File: src/rtl/accelerator_tensor_fixed_streamer_pkg.sv
// accelerator_tensor_fixed_streamer_pkg: shared constants for the tensor streamer and collector.
// Holds the FSM state encoding, the ZERO/ONE constants and the tag record that the
// read pipeline carries alongside each in-flight memory read.
package accelerator_tensor_fixed_streamer_pkg;
  localparam logic [1:0] STARTER     = 2'd0;
  localparam logic [1:0] ISSUE_STATE = 2'd1;
  localparam logic [1:0] DRAIN_STATE = 2'd2;
  localparam int ZERO = 0;
  localparam int ONE  = 1;
  typedef struct packed {
    logic first_slice;
    logic first_row;
  } tag_t;
endpackage

File: src/rtl/accelerator_tensor_index_counter.sv
// accelerator_tensor_index_counter: nested i/j/k wrap counters with position flags.
// Ports: CLK/RST (sync, active-low), load_i clears all indices, en_i advances k
// (wrapping into j, then i), size_*_i are the wrap limits, first_row_o (k==0),
// first_slice_o (j==0 && k==0), last_o (all indices at size-1).
module accelerator_tensor_index_counter
  import accelerator_tensor_fixed_streamer_pkg::*;
#(
  parameter int CONTROL_SIZE = 4
) (
  input  logic                    CLK,
  input  logic                    RST,
  input  logic                    load_i,
  input  logic                    en_i,
  input  logic [CONTROL_SIZE-1:0] size_i_i,
  input  logic [CONTROL_SIZE-1:0] size_j_i,
  input  logic [CONTROL_SIZE-1:0] size_k_i,
  output logic                    first_row_o,
  output logic                    first_slice_o,
  output logic                    last_o
);
  localparam logic [CONTROL_SIZE-1:0] C_ZERO = CONTROL_SIZE'(ZERO);
  localparam logic [CONTROL_SIZE-1:0] C_ONE  = CONTROL_SIZE'(ONE);
  logic [CONTROL_SIZE-1:0] i_q, j_q, k_q, i_d, j_d, k_d;
  logic i_end, j_end, k_end;
  assign i_end = i_q == size_i_i - C_ONE;
  assign j_end = j_q == size_j_i - C_ONE;
  assign k_end = k_q == size_k_i - C_ONE;
  assign first_row_o   = k_q == C_ZERO;
  assign first_slice_o = first_row_o && j_q == C_ZERO;
  assign last_o        = i_end && j_end && k_end;
  always_comb begin
    k_d = load_i ? C_ZERO : en_i ? (k_end ? C_ZERO : k_q + C_ONE) : k_q;
    j_d = load_i ? C_ZERO : en_i && k_end ? (j_end ? C_ZERO : j_q + C_ONE) : j_q;
    i_d = load_i ? C_ZERO : en_i && k_end && j_end ? (i_end ? C_ZERO : i_q + C_ONE) : i_q;
  end
  always_ff @(posedge CLK) begin
    if (!RST) begin
      i_q <= C_ZERO;
      j_q <= C_ZERO;
      k_q <= C_ZERO;
    end else begin
      i_q <= i_d;
      j_q <= j_d;
      k_q <= k_d;
    end
  end
endmodule

File: src/rtl/accelerator_tensor_fixed_streamer.sv
// accelerator_tensor_fixed_streamer: walks a row-major I x J x K tensor in memory and streams it out.
// Ports: CLK/RST (sync, active-low); START latches sizes and base, READY pulses on completion;
// HOLD_IN stalls read issue; MEM_READ_OUT/MEM_ADDR_OUT issue reads, MEM_DATA_IN returns one
// cycle later; DATA_OUT carries each element with DATA_OUT_{I,J,K}_ENABLE position strobes.
module accelerator_tensor_fixed_streamer
  import accelerator_tensor_fixed_streamer_pkg::*;
#(
  parameter int DATA_SIZE    = 64,
  parameter int CONTROL_SIZE = 4
) (
  input  logic                 CLK,
  input  logic                 RST,
  input  logic                 START,
  output logic                 READY,
  input  logic                 HOLD_IN,
  input  logic [DATA_SIZE-1:0] SIZE_I_IN,
  input  logic [DATA_SIZE-1:0] SIZE_J_IN,
  input  logic [DATA_SIZE-1:0] SIZE_K_IN,
  input  logic [DATA_SIZE-1:0] BASE_ADDR_IN,
  output logic                 MEM_READ_OUT,
  output logic [DATA_SIZE-1:0] MEM_ADDR_OUT,
  input  logic [DATA_SIZE-1:0] MEM_DATA_IN,
  output logic [DATA_SIZE-1:0] DATA_OUT,
  output logic                 DATA_OUT_I_ENABLE,
  output logic                 DATA_OUT_J_ENABLE,
  output logic                 DATA_OUT_K_ENABLE
);
  localparam logic [DATA_SIZE-1:0] D_ZERO = DATA_SIZE'(ZERO);
  localparam logic [DATA_SIZE-1:0] D_ONE  = DATA_SIZE'(ONE);
  logic [1:0] state_q, state_d;
  logic [CONTROL_SIZE-1:0] size_i_q, size_j_q, size_k_q;
  logic [DATA_SIZE-1:0] base_q, off_q, off_d, data_q;
  tag_t tag_q;
  logic rd_q, ready_q;
  logic load, issue, zero, first_row, first_slice, last;
  // Only the low CONTROL_SIZE bits of each size are meaningful; the rest are dropped.
  logic unused_size_bits;
  assign unused_size_bits = ^{SIZE_I_IN[DATA_SIZE-1:CONTROL_SIZE], SIZE_J_IN[DATA_SIZE-1:CONTROL_SIZE],
                              SIZE_K_IN[DATA_SIZE-1:CONTROL_SIZE]};
  assign zero  = ~|SIZE_I_IN[CONTROL_SIZE-1:0] || ~|SIZE_J_IN[CONTROL_SIZE-1:0] ||
                 ~|SIZE_K_IN[CONTROL_SIZE-1:0];
  assign load  = state_q == STARTER && START;
  assign issue = state_q == ISSUE_STATE && !HOLD_IN;
  accelerator_tensor_index_counter #(.CONTROL_SIZE(CONTROL_SIZE)) u_index (
    .CLK          (CLK),
    .RST          (RST),
    .load_i       (load),
    .en_i         (issue),
    .size_i_i     (size_i_q),
    .size_j_i     (size_j_q),
    .size_k_i     (size_k_q),
    .first_row_o  (first_row),
    .first_slice_o(first_slice),
    .last_o       (last)
  );
  always_comb begin
    state_d = load ? (zero ? STARTER : ISSUE_STATE) :
              issue && last ? DRAIN_STATE :
              state_q == DRAIN_STATE ? STARTER : state_q;
    off_d   = load ? D_ZERO : issue ? off_q + D_ONE : off_q;
  end
  always_ff @(posedge CLK) begin
    if (!RST) begin
      state_q  <= STARTER;
      size_i_q <= '0;
      size_j_q <= '0;
      size_k_q <= '0;
      base_q   <= D_ZERO;
      off_q    <= D_ZERO;
      data_q   <= D_ZERO;
      tag_q    <= '0;
      rd_q     <= 1'b0;
      ready_q  <= 1'b0;
    end else begin
      state_q <= state_d;
      off_q   <= off_d;
      rd_q    <= issue;
      ready_q <= (load && zero) || (issue && last);
      if (load) begin
        size_i_q <= SIZE_I_IN[CONTROL_SIZE-1:0];
        size_j_q <= SIZE_J_IN[CONTROL_SIZE-1:0];
        size_k_q <= SIZE_K_IN[CONTROL_SIZE-1:0];
        base_q   <= BASE_ADDR_IN;
      end
      // Tags ride one cycle behind the read so they line up with the returned data.
      if (issue) tag_q <= '{first_slice: first_slice, first_row: first_row};
      if (rd_q) data_q <= MEM_DATA_IN;
    end
  end
  assign MEM_READ_OUT      = issue;
  assign MEM_ADDR_OUT      = base_q + off_q;
  // Returned data passes straight through; data_q only keeps it visible between elements.
  assign DATA_OUT          = rd_q ? MEM_DATA_IN : data_q;
  assign DATA_OUT_K_ENABLE = rd_q;
  assign DATA_OUT_J_ENABLE = rd_q && tag_q.first_row;
  assign DATA_OUT_I_ENABLE = rd_q && tag_q.first_slice;
  assign READY             = ready_q;
endmodule

File: config.mk
export PLATFORM = sky130hd
export DESIGN_NAME = accelerator_tensor_fixed_streamer
export DESIGN_NICKNAME = d
export VERILOG_FILES = /design/src/rtl/accelerator_tensor_fixed_streamer_pkg.sv /design/src/rtl/accelerator_tensor_index_counter.sv /design/src/rtl/accelerator_tensor_fixed_streamer.sv
export SDC_FILE = /design/constraint.sdc
export NUM_CORES = 1
export LEC_CHECK = 0
export ABC_AREA = 1
export CAP_MARGIN = 20
export CORE_MARGIN = 4
export CORE_UTILIZATION = 28
export CTS_CLUSTER_DIAMETER = 150
export DETAILED_ROUTE_END_ITERATION = 10
export HOLD_SLACK_MARGIN = 0.03
export PLACE_DENSITY = 0.54
export SYNTH_ARGS = -nofsm -noshare
export SYNTH_HDL_FRONTEND = slang
export SYNTH_SLANG_ARGS = --single-unit
File: constraint.sdc
create_clock -name CLK -period 2.42 [get_ports CLK]
set_input_delay 0.363 -clock CLK [delete_from_list [all_inputs] [get_ports CLK]]
set_output_delay 0.363 -clock CLK [all_outputs]
set_load 0.1 [all_outputs]
==> flow_metrics.tcl <==
set metrics [dict create \
    routed_wl_mm 65.8 \
    ir_worst_vdd_mv 0.440 \
    ant_nets 0 \
    arrival_ns 2.65 \
    syn_area_sq_um 16000 \
    synthCells 2802 \
    slowest_stage "fa_2" \
    syn_nets 3199 \
    hold_violations 0 \
    clkTransAtPathRegs_ns 0.06 \
    max_freq_mhz 332 \
    setup_ws_ns -0.592 \
    crit_fanout 3 \
    end_kind "output port" \
    die_x_microns 247 \
    grt_setup_unrepaired "true" \
    yosysWarnings 0 \
    cts-buffers-inserted 28 \
    clock-sinks 222 \
    wl_per_cell_microns 16.0 \
    fin_nets 3743 \
    core-area_sq_um 56500 \
    critical_path_class "register to output port" \
    slew_violations 0 \
    first_pass_iters 7 \
    dieHeight_microns 247 \
    syn_area_per_cell_sq_um 5.71 \
    async_flop_share_pct 0 \
    fin_worst_skew_ns 0.0296 \
    rr_worst_depth 10 \
    start_kind "register" \
    grt_start_max_net_pins 71 \
    grt_first_pass_wirelength_mm 99.6 \
    h-tree-depth 1 \
    ys_types 42 \
    drt_iter0_drc 1012 \
    stdcell_count 4124 \
    ios 457 \
    fp-row-count 87 \
    drc 0 \
    clk_latency_ns 0.58 \
    r2r-start "off_q[11]" \
    outcome "finished, violations left" \
    ys_seq_area_share_pct 27.8 \
    grt_usage_pct 20.8 \
    crit_path_end "MEM_ADDR_OUT[20]" \
    hold_path.class "primary input to register" \
    synth_edf_count 0 \
    setup_viol 61 \
    r2r_setup_slack_ns 0.50 \
    slowest_delay_ns 0.42 \
    drv_cap 0 \
    synth-seq-cells 222 \
    relSlewSlack_pct 43.6 \
    finalCritPeriodShare_pct 124 \
    placed_cells 4018 \
    path_buf_inv 2 \
    fill_cells 5524 \
    synth_top_flop_cell "dfxtp_1" \
    routed_via_density 4.55 \
    gp_congestion 0.939 \
    drive_gt1_share_pct 33.8 \
    min_period_ns 3.01 \
    dieArea_sq_um 61100 \
    portBuffers 276 \
    required_ns 2.06 \
    power_w 0.0121 \
    p_leak_nw 13.0 \
    grt_pass1_vias 18300 \
    p_per_area_nw_per_um2 432 \
    worst-path-stages 11 \
    worst_slew_pin_slew_ns 0.846 \
    syn_to_final_growth_pct 74.8 \
    vias 18700 \
    hold_buffers 0 \
    cts_tree "yes" \
    antenna_found_initial 1 \
    grt-ovfl-total 0 \
    antenna_cells 0 \
    violations "negative setup slack" \
    worst_r2r_endpoint "off_q[58]" \
    crit_family "simple AND/OR/NAND/NOR gates" \
    cts.path.max_buffers 3 \
    initial_core_util_pct 28.3 \
    place_hpwl_mm 51.2 \
    cts_root_buffer "clkbuf_16" \
    cp_cell_sequence "ha_4 -> fa_2 -> nand3_2 -> nand3_4 -> nand3_2 -> nand3b_1 -> nand2_1 -> nand2_4 -> buf_12 -> xor2_4 -> buf_12" \
    startpoint "off_q[0]" \
]
-- layer usage --
layer  track usage (%)  vias up  share of wire, %
met5                 0        -             0.020
met2              36.1      444                48
met3              3.36      120               5.4
met4              7.76        2               4.0
met1              25.8     8474                42
li1                  -     9708                 -
-- synth_stat cells, types with 3 or more instances --
master	instances	area, sq um
nand4_1	20	125
nand3_2	4	40.0
nor3_1	14	70.1
o21ai_0	112	561
nor2_2	11	68.8
inv_2	6	22.5
buf_2	4	20.0
ha_1	72	901
nor2_4	5	56.3
clkbuf_1	52	195
nor4_1	15	93.8
a21oi_1	179	896
or2_0	4	25.0
xor2_1	48	420
inv_1	393	1480
nor2_1	393	1480
and2_1	4	25.0
or3_1	4	25.0
or2_2	4	25.0
xnor2_1	23	201
nand2_2	4	25.0
and3_1	3	18.8
nand3b_1	7	52.6
nand2_1	1094	4110
dfxtp_1	222	4440
o21bai_1	4	30.0
nand3_1	84	420
-- how the worst min path moves through the flow --
stage,start,to,slack (ns),depth (start not counted)
detailed placement,data_q[8],data_q[8],0.46,2
global placement,data_q[18],data_q[18],0.46,2
floorplan,tag_q[0],tag_q[0],0.45,2
global route,RST,size_k_q[1],0.29,4
finish,RST,size_k_q[3],0.27,4
CTS,RST,size_k_q[3],0.24,4
-- registers in the layout, summed over array words and instances, names as in the netlist --
register / flops
u_index.k_q: 4
READY: 1
u_index.i_q: 4
size_j_q: 4
DATA_OUT_K_ENABLE: 1
base_q: 64
off_q: 64
size_k_q: 4
size_i_q: 4
state_q: 2
u_index.j_q: 4
tag_q: 2
data_q: 64
-- worst register-to-register path, cell delays in order, from the launching register on --
cell and delay, ns:
dfxtp_4 0.38, buf_4 0.13, nand2_1 0.13, nor2_1 0.30, nand2_1 0.12, nor3_1 0.43
nand2_1 0.10, nand2_1 0.07, nand2_1 0.06, nand2_1 0.06, a21oi_1 0.05
-- stage by stage --
stage	setup TNS [ns]	instance area, sq um	util [%]	hold slack, ns	setup slack (ns)
after floorplan	-1.71	16800	-	0.446	-0.304
after global placement	-4.42	23500	41.7	0.457	-0.162
after detailed placement	-4.64	23500	41.7	0.460	-0.178
after CTS	-26.27	27300	48.3	0.240	-0.599
after global routing	-34.24	28000	49.5	0.286	-0.720
final	-28.93	28000	49.5	0.272	-0.592
-- timing repair --
| action | 4_1_cts | 5_1_grt |
|---|---|---|
| setup buffers | 55 | 20 |
| pin swaps | 187 | 113 |
| gates resized for setup | 606 | 183 |
| setup endpoints to repair | 62 | 63 |
-- where the power goes --
group / leakage, nW / switching [W] / total, W / internal, W
combinational: 10.6 / 0.00208 / 0.00346 / 0.00137
sequential: 1.85 / 0.000144 / 0.00394 / 0.00379
clock: 0.506 / 0.00177 / 0.00469 / 0.00292
total: 13.0 / 0.00400 / 0.0121 / 0.00809
-- logic make-up (layout without fill, tap and decap cells) --
kind of cell             Yosys count  after routing  synth area share (%)
XOR/XNOR                          71             71                  3.88
flip-flops                       222            222                  27.8
AND/OR/NAND/NOR                 1680           1680                  42.4
buffers and inverters            457           1023                  10.8
adder cells (fa/ha/maj)           73             73                  5.75
AO/OA/AOI/OAI                    299            299                  9.46
-- cell type report --
type	instances	area (sq um)	area share, %
inverters	399	1510	5.39
multi-input cells	2123	13200	47.3
well taps	756	946	3.38
repair buffers	572	6640	23.7
clock buffers	39	832	2.97
clock inverters	13	209	0.747
flip-flops and latches	222	4620	16.5
-- cell usage in the layout, fill, tap and decap left out, types with 8 or more instances in the layout --
| cell | count |
|---|---|
| nand2_1 | 833 |
| inv_1 | 362 |
| nor2_1 | 324 |
| buf_4 | 235 |
| nand2_2 | 163 |
| a21oi_1 | 154 |
| buf_12 | 144 |
| clkdlybuf4s50_1 | 142 |
| dfxtp_1 | 133 |
| o21ai_0 | 107 |
| nand2_4 | 98 |
| dfxtp_2 | 62 |
| ha_4 | 59 |
| nand3_1 | 53 |
| buf_6 | 50 |
| nor2_2 | 44 |
| nor2_4 | 41 |
| inv_2 | 32 |
| xor2_4 | 30 |
| clkbuf_16 | 28 |
| nand3_2 | 27 |
| dfxtp_4 | 27 |
| xnor2_1 | 23 |
| a21oi_2 | 20 |
| nand4_1 | 20 |
| xor2_1 | 18 |
| ha_1 | 12 |
| nand3_4 | 9 |
| clkbuf_8 | 9 |
| nor3_1 | 8 |
Note: power is estimated with default switching activity, not from simulation.
